<file path="config.mk">
export PLATFORM = sky130hd
export DESIGN_NAME = scan_chain_controller
export DESIGN_NICKNAME = d
export VERILOG_FILES = /design/src/rtl/scan_chain_controller.sv
export SDC_FILE = /design/constraint.sdc
export NUM_CORES = 1
export LEC_CHECK = 0
export CORE_MARGIN = 5
export CORE_UTILIZATION = 49
export DETAILED_ROUTE_END_ITERATION = 7
export GPL_ROUTABILITY_DRIVEN = 0
export PLACE_DENSITY = 0.81
export SLEW_MARGIN = 20
export SYNTH_ARGS = -nofsm -noshare
export SYNTH_HDL_FRONTEND = slang
export SYNTH_SLANG_ARGS = --single-unit
</file>
<file path="constraint.sdc">
create_clock -name clk -period 2.2 [get_ports clk]
set_input_delay 0.66 -clock clk [delete_from_list [all_inputs] [get_ports clk]]
set_output_delay 0.66 -clock clk [all_outputs]
set_load 0.005 [all_outputs]
</file>
<file path="src/rtl/scan_chain_controller.sv">
// rtl/scan_chain_controller.sv - scan chain load/capture/unload controller with response compare
// Optional feature: define SCAN_CTRL_MASK_EN to add a compare_mask input that excludes bits from the compare.
module scan_chain_controller #(
    parameter int CHAIN_LEN = 8
) (
    input  logic                 clk,
    input  logic                 rst,
    input  logic                 start,
    input  logic [CHAIN_LEN-1:0] pattern,
    input  logic [CHAIN_LEN-1:0] expected,
`ifdef SCAN_CTRL_MASK_EN
    input  logic [CHAIN_LEN-1:0] compare_mask,
`endif
    output logic                 scan_en,
    output logic                 scan_in,
    input  logic                 scan_out,
    output logic                 busy,
    output logic                 done,
    output logic                 pass,
    output logic [CHAIN_LEN-1:0] captured,
    output logic [7:0]           fail_count
);

    localparam int CW = $clog2(CHAIN_LEN);
    localparam logic [CW-1:0] LAST = CW'(CHAIN_LEN - 1);

    typedef enum logic [2:0] {
        IDLE,
        SHIFT_IN,
        CAPTURE,
        SHIFT_OUT,
        DONE
    } state_t;

    state_t                state, next_state;
    logic [CW-1:0]         cnt;
    logic [CHAIN_LEN-1:0]  shift_q;
    logic [CHAIN_LEN-1:0]  exp_q;
    logic [CHAIN_LEN-1:0]  cap_next;
    logic                  mismatch;
    logic                  cnt_last;

`ifdef SCAN_CTRL_MASK_EN
    logic [CHAIN_LEN-1:0]  mask_q;
`endif

    assign cnt_last = (cnt == LAST);

    // shift_q serialises the pattern MSB first, then collects the unloaded response
    assign cap_next = {shift_q[CHAIN_LEN-2:0], scan_out};

`ifdef SCAN_CTRL_MASK_EN
    assign mismatch = |((cap_next ^ exp_q) & ~mask_q);
`else
    assign mismatch = |(cap_next ^ exp_q);
`endif

    always_comb begin
        next_state = state;
        scan_en    = 1'b0;
        scan_in    = 1'b0;
        busy       = 1'b1;
        done       = 1'b0;
        case (state)
            IDLE: begin
                busy = 1'b0;
                if (start) next_state = SHIFT_IN;
            end
            SHIFT_IN: begin
                scan_en = 1'b1;
                scan_in = shift_q[CHAIN_LEN-1];
                if (cnt_last) next_state = CAPTURE;
            end
            CAPTURE: begin
                next_state = SHIFT_OUT;
            end
            SHIFT_OUT: begin
                scan_en = 1'b1;
                if (cnt_last) next_state = DONE;
            end
            DONE: begin
                done       = 1'b1;
                next_state = IDLE;
            end
            default: begin
                next_state = IDLE;
            end
        endcase
    end

    always_ff @(posedge clk) begin
        if (rst) begin
            state      <= IDLE;
            cnt        <= '0;
            shift_q    <= '0;
            exp_q      <= '0;
            captured   <= '0;
            pass       <= 1'b0;
            fail_count <= 8'd0;
`ifdef SCAN_CTRL_MASK_EN
            mask_q     <= '0;
`endif
        end else begin
            state <= next_state;
            case (state)
                IDLE: begin
                    if (start) begin
                        shift_q <= pattern;
                        exp_q   <= expected;
                        cnt     <= '0;
`ifdef SCAN_CTRL_MASK_EN
                        mask_q  <= compare_mask;
`endif
                    end
                end
                SHIFT_IN: begin
                    shift_q <= {shift_q[CHAIN_LEN-2:0], 1'b0};
                    cnt     <= cnt_last ? '0 : cnt + CW'(1);
                end
                SHIFT_OUT: begin
                    shift_q <= cap_next;
                    cnt     <= cnt_last ? '0 : cnt + CW'(1);
                    if (cnt_last) begin
                        captured <= cap_next;
                        pass     <= ~mismatch;
                        if (mismatch && fail_count != 8'hFF)
                            fail_count <= fail_count + 8'd1;
                    end
                end
                default: begin
                end
            endcase
        end
    end

endmodule

</file>
# Yosys cells after proc, flatten, opt, wreduce, memory -nomap -nowiden
# Cells that the tools add are included.
# classes
n_addsub,2
mul,0
div_mod_pow,0
n_lt_le_gt_ge,0
eq_ne,9
shift,0
mux,13
bitwise,2
n_reduce_logical,12
# ops
op,n
$pmux 8 s3,1
$mux 3,5
$pmux 3 s4,1
$add 8x1->8 const B,1
$mux 8,1
$ne 8x8->1 const B,1
$reduce_and 2->1,4
$reduce_or 8->1,1
$xor 8x8->8,1
$eq 3x2->1 const B,2
$eq 3x3->1 const B,2
$ne 2x2->1 const B,3
$pmux 3 s2,1
$reduce_and 3->1,2
$mux 1,4
$add 3x1->3 const B,1
$eq 3x1->1 const B,1
$logic_not 3->1,1
$reduce_bool 3->1,1
$reduce_bool 2->1,1
$reduce_or 2->1,1
$logic_and 1x1->1,1
$not 1->1,1
# totals
regBits,39
latchBits,0
mem_bits_rw,0
romBits,0
inputBits,20
output_inout_bits,21
elab_cells,45
memories,0

# Logic depth before layout (Yosys ltp)
# depth
word_depth,4
ltp_mapped,7
depth_no_buf,6

# Worst setup path after synthesis
# Ideal clock, no wire load.
# synth_path
kind,input port to flip-flop
startpoint,input port scan_out
endpoint,register fail_count[7]
setup_ps,86
t_arrival_ps,1722
slack_ps,392
path_stages,5
cell_sequence,xnor2_1 nand4_1 nor2_1 or4_1 a221oi_2
# synth_via
elab_chain_cells,4
# synth_lines
item,line_no,source
start: declaration,16,"input logic scan_out,"
$xor 8x8->8,55,assign mismatch = |(cap_next ^ exp_q);
$reduce_or 8->1,55,
$logic_and 1x1->1,126,if (mismatch && fail_count != 8'hFF)
$reduce_and 3->1 (no source line),n/a,
end signal: assignment,127,fail_count <= fail_count + 8'd1;
end: declaration,21,output logic [7:0] fail_count
# No other way between the ends.
# A chain may end at the register's enable or synchronous reset.

# Worst setup path in the final report
# layout_path
startpoint,register state[0]
endpoint,output port busy
# layout_via
elab_chain_cells,2
# layout_lines
item,line_no,source
start: declaration,35,"state_t state, next_state;"
start signal: assignment,104,state <= next_state;
$logic_not 3->1,64,case (state)
$mux 1,64,
end: declaration,17,"output logic busy,"
# No other way between the ends.

==> out/metrics.cfg <==
[setup_path]
end_kind=primary output
cp.required_ps=1540
path_cells=nor3_4, inv_1, clkdlybuf4s50_1
worstSetupStartpointType=register
worstPathMaxFanout=5
worst_path_largest_cell_delay_ps=450
worst-r2r-setup-slack_ps=240
cp_slowest_cell=clkdlybuf4s50_1
critPathKind=reg -> out
cp.arrival_ps=1470

[layout]
final_core_util_pct=69.5
diodes=0
final_nets=284
syn2layout_area_growth_pct=34.3
nFillCells=266
drive_above_1_share_pct=11.8

[synth]
ys_top_cells_by_area=dfxtp_1 44%, nand2_1 12%, a21oi_1 5.4%
postSynthAreaPerCell_sq_um=8.13
synth_compound_area_share_pct=12.6
synth_top_family_by_area=simple AND/OR/NAND/NOR gates
synth_area_sq_um=1760
ys_types=35
synth_xor_area_share_pct=4.49
yosysTopAreaCell=dfxtp_1
async_flop_share_pct=0
synth_edf_count=0
synthAdderAreaFrac_pct=2.14
synth_top_area_share_pct=44.5
yosysSeqAreaShare_pct=44.5
synth_flop_cell=dfxtp_1
synth-simple-area-share_pct=28.4
muxShareOfSynthArea_pct=3.78
synth-seq-cells=39
yosysWarnings=0
syn-num-nets=239
synth_most_common_cell=nand2_1
synth_cells=216
ys_top_cells_by_count=56 x nand2_1, 39 x dfxtp_1, 19 x a21oi_1, 19 x nor2_1

[detailed_routing]
route.detailed.drc=0
ant_nets=0
vias=1645
wl_per_cell_um=13.0
first_pass_iters=4
wirelength_mm=3.99
drt_iter0_markers=146
via_per_inst=5.34

[global_routing]
antenna_found_initial=0
grt_start_max_net_pins=46
track_usage_pct=16.3
grt_pass1_wl_mm=6.46
grt_pass1_vias=1470
grt_overflow=0

[power_and_ir_drop]
p_leak_nw=0.851
peakVddDrop_uv=313
powerDensity_nw_per_um2=550

[sta]
rsz0062_at_grt=true
finClkSkew_ps=10.3
finalMaxSlewViolations=0
setup_tns_ps=0
finalCriticalPeriod_ps=2130
worst_slack_ps=71.8
tightest_slew_ps=318
hold_ws_ps=461
final-setup-viol-count=0
relSlewSlack_pct=78.8
finalCritPeriodShare_pct=96.7
max_freq_mhz=470
hold_violations=0

[placed_design]
hpwl_mm=2.77
io_buffers=40
place_ws_ps=-293

[clock_tree]
cts_tree=built
cts_sinks=39
h-tree-depth=2
cts_buffer_depth=2
cts_buffers=5
path_clk_slew_ps=120
clkLatencyLatePin_ps=350
clockRootBuffer=clkbuf_4

[floorplanning]
num_io_pins=41
die_area_sq_um=4880
initial_core_util_pct=51.8
core_sq_um=3390
dieHeight_um=69.9
fp.dieW_um=69.9
rows=21

[status]
status=finished, final reports clean

[flow_run]
drv_cap=0

[min_path]
hold_class=reg -> reg

==> layer usage <==
layer  share of wire, %  global-route usage (%)
met1                 43                    19.5
met2                 48                    27.3
met3                7.2                    5.60
met4                1.5                    5.11
met5                  0                       0
==> registers in the layout, summed over array words and instances (netlist names) <==
register    count
captured        8
exp_q           8
fail_count      8
shift_q         8
cnt             3
state           3
pass            1
==> cells by family after synthesis <==
family / count (synthesis)
compound gates: 33
xor+xnor: 9
fa+ha+maj: 3
buf+inv: 17
flops: 39
mux: 6
simple gates: 109
==> placed cells by master (no fill, tap or decap), types with 2 or more instances in the layout <==
cell type        netlist  final
ha_1                   3      3
a311oi_1               8      8
nor3_1                 8      7
clkdlybuf4s50_1        0     39
nor2_1                19     18
nand3_1                4      4
nor2b_1                6      6
a21oi_1               19     19
xnor2_1                8      8
dfxtp_4                0      2
buf_12                 0      3
inv_1                  3      3
nor3b_1                3      2
mux2_2                 3      3
buf_4                  1      8
a31oi_1                2      2
clkinv_2               1      2
mux2_1                 2      2
clkbuf_4               0      5
nand2_1               56     56
nand2b_1               2      2
dfxtp_1               39     36
nand4_1                4      4
==> through the flow <==
| stage | power [W] | area (sq um) | instances |
|---|---|---|---|
| global route | 0.00136 | 2360 | 308 |
| CTS | 0.00130 | 2320 | 305 |
| detailed placement | 0.000943 | 2250 | 297 |
| floorplan | 0.000862 | 1760 | 216 |
| global placement | 0.000940 | 2250 | 297 |
| finish | 0.00130 | 2360 | 308 |
==> area by class of cell <==
type,instances,area (sq um),share of cell area [%]
clock buffer,6,41.3,1.75
clock inverter,2,12.5,0.531
inverter,4,16.3,0.690
multi-input combinational,160,921,39.1
sequential,39,790,33.5
tap,46,57.6,2.44
timing repair buffer,51,519,22.0
==> report_power, final <==
part | total [W] | switching (W) | internal, W
Clock | 0.000363 | 0.000239 | 0.000123
Combinational | 0.000178 | 0.0000808 | 0.0000972
Sequential | 0.000755 | 0.0000260 | 0.000729
Total | 0.00130 | 0.000346 | 0.000949
==> worst paths after layout <==
kind | startpoint | to | depth (start not counted)
worst max-delay path | state[0]$_SDFFE_PP0P_ | busy | 3
worst min register to register | captured[7]$_SDFFE_PP0P_ | captured[7]$_SDFFE_PP0P_ | 2
worst max register to register | cnt[0]$_SDFFE_PP0P_ | fail_count[7]$_SDFFE_PP0P_ | 5
worst min-delay path | captured[7]$_SDFFE_PP0P_ | captured[7]$_SDFFE_PP0P_ | 2
==> repair_timing <==
action / CTS / global route
setup buffers: 0 / 3
endpoints found under the setup margin: 4 / 4
hold buffers: 0 / 0
pin swaps: 0 / 0
gates resized for setup: 5 / 5
endpoints found under the hold margin: 0 / 0
cloned: 0 / 0
==> critical path, delay by kind of cell (launching register included) <==
kind / cells / cell delay [ps]
flops: 1 / 390
buf+inv: 2 / 510
simple gates: 1 / 220
Note: power is estimated with default switching activity, not from simulation.
